$ cat config.mk
export PLATFORM = sky130hd
export DESIGN_NAME = bram_arbiter
export DESIGN_NICKNAME = d
export VERILOG_FILES = /design/src/rtl/bram_arbiter.sv
export SDC_FILE = /design/constraint.sdc
export NUM_CORES = 1
export LEC_CHECK = 0
export BUFFER_PORTS_ARGS = -buffer_cell sky130_fd_sc_hd__buf_4
export CAP_MARGIN = 20
export CORE_ASPECT_RATIO = 1.25
export CORE_MARGIN = 1
export CORE_UTILIZATION = 48
export CTS_CLUSTER_SIZE = 30
export DETAILED_ROUTE_END_ITERATION = 6
export PLACE_DENSITY = 0.91
export SETUP_SLACK_MARGIN = 0.5
export SLEW_MARGIN = 20
export SYNTH_ARGS = -nofsm -noshare
export SYNTH_HDL_FRONTEND = slang
export SYNTH_SLANG_ARGS = --single-unit
$ cat constraint.sdc
create_clock -name clk -period 3.8 [get_ports clk]
set_input_delay 0.76 -clock clk [delete_from_list [all_inputs] [get_ports clk]]
set_output_delay 0.76 -clock clk [all_outputs]
set_load 0.02 [all_outputs]
$ cat src/rtl/bram_arbiter.sv
// Two-master round-robin arbiter and sequencer for a single-port block RAM.
// Each access is a fixed IDLE -> ISSUE -> RESP sequence with a registered BRAM command.
module bram_arbiter #(
   parameter int ADDR_W = 11,
   parameter int DATA_W = 8
) (
   input  logic              clk,
   input  logic              rst_n,
   input  logic              m0_req,
   input  logic              m0_we,
   input  logic [ADDR_W-1:0] m0_addr,
   input  logic [DATA_W-1:0] m0_wdata,
   output logic              m0_gnt,
   output logic              m0_rvalid,
   input  logic              m1_req,
   input  logic              m1_we,
   input  logic [ADDR_W-1:0] m1_addr,
   input  logic [DATA_W-1:0] m1_wdata,
   output logic              m1_gnt,
   output logic              m1_rvalid,
   output logic [DATA_W-1:0] rdata,
   output logic              bram_en,
   output logic              bram_we,
   output logic [ADDR_W-1:0] bram_addr,
   output logic [DATA_W-1:0] bram_wdata,
   input  logic [DATA_W-1:0] bram_rdata
);

   typedef enum logic [1:0] {
      IDLE  = 2'd0,
      ISSUE = 2'd1,
      RESP  = 2'd2
   } state_t;

   state_t            state;
   logic              last_gnt;
   logic              winner;
   logic              cmd_we;
   logic [ADDR_W-1:0] cmd_addr;
   logic [DATA_W-1:0] cmd_wdata;
   logic [DATA_W-1:0] rdata_q;
   logic              pick_m1;
   logic              in_issue;
   logic              rd_resp;

   // NOTE: every always_comb output gets a default first, so no path can infer a latch.
   always_comb begin
      pick_m1 = 1'b0;
      if (m0_req && m1_req) begin
         pick_m1 = (last_gnt == 1'b0);
      end else begin
         pick_m1 = m1_req;
      end
   end

   // NOTE: sequential state uses non-blocking assignments only, so every register samples pre-edge values.
   always_ff @(posedge clk or negedge rst_n) begin
      if (!rst_n) begin
         state     <= IDLE;
         last_gnt  <= 1'b1;
         winner    <= 1'b0;
         cmd_we    <= 1'b0;
         cmd_addr  <= '0;
         cmd_wdata <= '0;
         rdata_q   <= '0;
      end else begin
         case (state)
            IDLE: begin
               if (m0_req || m1_req) begin
                  winner    <= pick_m1;
                  last_gnt  <= pick_m1;
                  cmd_we    <= pick_m1 ? m1_we    : m0_we;
                  cmd_addr  <= pick_m1 ? m1_addr  : m0_addr;
                  cmd_wdata <= pick_m1 ? m1_wdata : m0_wdata;
                  state     <= ISSUE;
               end
            end
            ISSUE: state <= RESP;
            RESP: begin
               if (!cmd_we) begin
                  rdata_q <= bram_rdata;
               end
               state <= IDLE;
            end
            default: state <= IDLE;
         endcase
      end
   end

   // Outputs decode only from registers; requests never reach an output combinationally.
   assign in_issue   = (state == ISSUE);
   assign rd_resp    = (state == RESP) && !cmd_we;

   assign bram_en    = in_issue;
   assign bram_we    = in_issue && cmd_we;
   assign bram_addr  = cmd_addr;
   assign bram_wdata = cmd_wdata;

   assign m0_gnt     = in_issue && !winner;
   assign m1_gnt     = in_issue &&  winner;
   assign m0_rvalid  = rd_resp  && !winner;
   assign m1_rvalid  = rd_resp  &&  winner;

   // Read data passes straight through in RESP and is held afterwards.
   assign rdata      = rd_resp ? bram_rdata : rdata_q;

endmodule

Yosys cells after proc, flatten, opt, wreduce, memory -nomap -nowiden:

Cells that the tools add are included.
Widths: inputs -> output; s select.

* bits in registers: 32
* input bits: 52
* output and inout bits: 33
* logic and storage cells: 32

* eq/ne operators: 3
* mux-type cells: 7
* bitwise operators: 2
* reductions and logical operators: 13

Operators with widths (count)
* $mux 8: 2
* $mux 11: 1
* $logic_and 1x1->1: 7
* $pmux 2 s2: 1
* $reduce_and 2->1: 2
* $eq 2x1->1 const B: 1
* $eq 2x2->1 const B: 1
* $logic_not 1->1: 2
* $logic_not 2->1: 1
* $mux 1: 2
* $mux 2: 1
* $ne 2x2->1 const B: 1
* $not 1->1: 2
* $logic_or 1x1->1: 1

Depth between registers and ports, before layout:

* depth in word-level cells: 3
* mapped depth: 4
* gate-level depth less buffers: 3

Least setup slack after synthesis:

OpenSTA, ideal clock, no wires.

* path type: register to output
* start point: register state[0]
* end point: output port rdata[0]
* data arrival time: 1.343 ns
* required time: 3.040 ns
* setup slack: 1.697 ns
* stages on the path, launching flop included: 5
* path buffers: 2
* cell sequence: dfrtp_1 > nor3b_1 > buf_2 > buf_4 > mux2_2

* cells in the longest elaborated chain, start to end: 3

Ends and longest elaborated chain
* start: declaration: RTL line 35 `state_t state;`
* start signal: assignment: RTL line 59 `state <= IDLE;`
* start signal: assignment: RTL line 75 `state <= ISSUE;`
* start signal: assignment: RTL line 78 `ISSUE: state <= RESP;`
* $eq 2x2->1: RTL line 92 `assign rd_resp = (state == RESP) && !cmd_we;`
* $logic_and 1x1->1: RTL line 92
* $mux 8: RTL line 105 `assign rdata = rd_resp ? bram_rdata : rdata_q;`
* end: declaration: RTL line 21 `output logic [DATA_W-1:0] rdata,`

No other way between the ends.

Worst setup path in the final report:

* start point: register state[0]
* end point: output port rdata[4]

The elaborated chain is that of the path after synthesis.

==> results_dict.tcl <==
set metrics [dict create \
    status "completed" \
    dp_hpwl_um 2730 \
    nets 249 \
    ant_nets 0 \
    firstDrtPassIters 4 \
    crit_path_start_kind "flip-flop" \
    post_cts_buffers 0 \
    cpMostUsedCell "buf_4" \
    ys_top_cells_by_area "dfrtp_1 (47%), mux2_2 (25%), mux2_4 (17%)" \
    skew_ns 0.00697 \
    final-seq-area_um2 802 \
    htreeDepth 2 \
    postPlaceCellArea_um2 2300 \
    cts_buffers 5 \
    slew_headroom_pct 71.6 \
    gp_congestion 0.649 \
    die_height_um 67.6 \
    antenna_found_initial 0 \
    n_fill_cell 204 \
    drtIter0Drc 8 \
    drive_gt1_share_pct 77.3 \
    fmax_mhz 413 \
    clk_path_buf_depth 2 \
    io_pins 85 \
    chipWidth_um 54.5 \
    syn_to_final_growth_pct 45.9 \
    worstReg2RegStart "last_gnt" \
    r2r-end "bram_wdata[0]" \
    num_vias 1198 \
    cp_cell_sequence "nor3b_2 -> buf_4 -> mux2_2 -> buf_4" \
    grt_pass1_wl_um 5280 \
    hold_viol 0 \
    p_leak_nw 1.21 \
    grt_pass1_vias 1126 \
    core-area_um2 3250 \
    powerDensity_nw_per_um2 819 \
    ys_ff_latch 32 \
    cts_sinks 32 \
    viasPerCell 5.10 \
    grt_max_degree 33 \
    crit_path_max_fanout 18 \
    wirelength_um 3410 \
    slew_viol_final 0 \
    row_count 23 \
    grt-ovfl-total 0 \
    rsz0062_at_grt "false" \
    start_util_pct 50.8 \
    end_kind "primary output" \
    setup_viol_count_final 0 \
    grt_usage_pct 20.6 \
    design_area_um2 2410 \
    yosysUniqueCellTypes 18 \
    post_cts_resized 0 \
    required_ns 3.04 \
    min_period_ns 2.42 \
    syn-cell-area_um2 1650 \
    tns_ns 0 \
    clk_pin_slew_worst_paths_ns 0.07 \
    stdcell_count 235 \
    reg2reg_depth 3 \
    postSynthAreaPerCell_um2 15.0 \
    synthCells 110 \
    max-vdd-ir-drop_v 0.000578 \
    insertion_delay_ns 0.28 \
    arrival_ns 1.66 \
    drv_cap 0 \
    ys_warn_count 0 \
    drcViolationCount 0 \
    reg2reg_slack_ns 2.10 \
    hold_ws_ns 0.406 \
    seq_area_frac_synth_pct 48.5 \
    yosysTopAreaCell "dfrtp_1" \
    syn-num-nets 162 \
    cts_tree "yes" \
    worst_slack_ns 1.38 \
    dieArea_um2 3680 \
    routedWlPerCell_um 14.5 \
    fin_crit_sh_pct 63.6 \
    antenna_cells 0 \
    cp_slowest_cell "dfrtp_1" \
    crit_type "flip-flop to primary output" \
    ctsHoldBuffers 0 \
    multi_input_area_um2 811 \
    worst_slew_pin_slew_ns 0.426 \
    preCtsSetupSlack_ns 1.52 \
    clockRootBuffer "clkbuf_8" \
    synth_top_area_share_pct 46.9 \
    hp-class "primary input to asynchronous set/reset pin" \
    cpPeakStageDelay_ns 0.42 \
    placed_cells 226 \
    portBuffers 84 \
]
## critical path: cells and delay by family, from the launching register on
kind,cells,cell delay (ns)
flip-flops,1,0.42
AND/OR/NAND/NOR,1,0.18
multiplexers,1,0.37
buffers and inverters,2,0.41
## flip-flops by register name (all words and copies together), names as in the netlist
register    count
winner          1
bram_wdata      8
bram_addr      11
state           2
cmd_we          1
last_gnt        1
rdata_q         8
## synth_stat cells
cell type / number
mux2_4: 19
nor2b_1: 4
a21oi_1: 1
nor3b_1: 1
buf_2: 3
buf_6: 2
dfrtp_1: 31
buf_4: 1
mux2_2: 37
o21ai_0: 1
nor2_1: 1
and2_1: 3
a31oi_1: 1
inv_1: 1
a21bo_4: 1
a21o_1: 1
dfstp_2: 1
nor3_1: 1
## where the power goes
part           total (mW)  switching [mW]  internal, mW
combinational        1.07           0.496         0.571
clock               0.278           0.113         0.165
sequential          0.632           0.109         0.523
total                1.98           0.718          1.26
## logic make-up (layout without fill, tap and decap cells)
logic type / Yosys count / in the layout / share of synthesized area (%)
multiplexers: 56 / 56 / 42.5
flip-flops: 32 / 32 / 48.5
AND/OR/NAND/NOR: 10 / 10 / 3.63
buffers and inverters: 7 / 95 / 2.95
AO/OA/AOI/OAI: 5 / 5 / 2.42
## how the worst max path moves through the flow
stage / cells after the start / start / slack (ns) / end
2_1_floorplan: 4 / state[0] / 1.70 / rdata[0]
3_3_place_gp: 3 / m1_req / 1.57 / bram_addr[5]
3_5_place_dp: 3 / m1_req / 1.52 / bram_addr[7]
4_1_cts: 4 / state[0] / 1.36 / rdata[4]
5_1_grt: 4 / state[0] / 1.26 / rdata[4]
6_report: 4 / state[0] / 1.38 / rdata[4]
## metrics by stage
step / power, mW / utilization (%)
after CTS: 1.99 / 73.8
after detailed placement: 1.71 / 70.8
after floorplan: 1.29 / -
final: 1.98 / 74.2
after global routing: 2.10 / 74.2
after global placement: 1.65 / 70.8
## per-layer routing
| metal | share of wire (%) | vias up | wire (um) | track usage (%) |
|---|---|---|---|---|
| li1 | - | 564 | - | - |
| met1 | 36 | 575 | 1230 | 22.0 |
| met2 | 56 | 54 | 1910 | 36.6 |
| met3 | 6.6 | 5 | 225 | 5.86 |
| met4 | 1.5 | 0 | 50 | 8.65 |
| met5 | 0 | - | 0 | 0 |
## layout make-up
type	instances	area share [%]
timing repair buffer	86	26.9
multi-input combinational	71	33.6
inverter	1	0.156
tap	37	1.92
sequential	32	33.2
clock buffer	8	4.15
## cells in the final DEF, fill, tap and decap left out, types with 3 or more instances in the layout
cell	n
nor2b_1	4
mux2_4	19
mux2_2	37
clkbuf_8	7
dfrtp_1	31
buf_4	85
and2_1	3
Power figures use the tool's default switching activity.
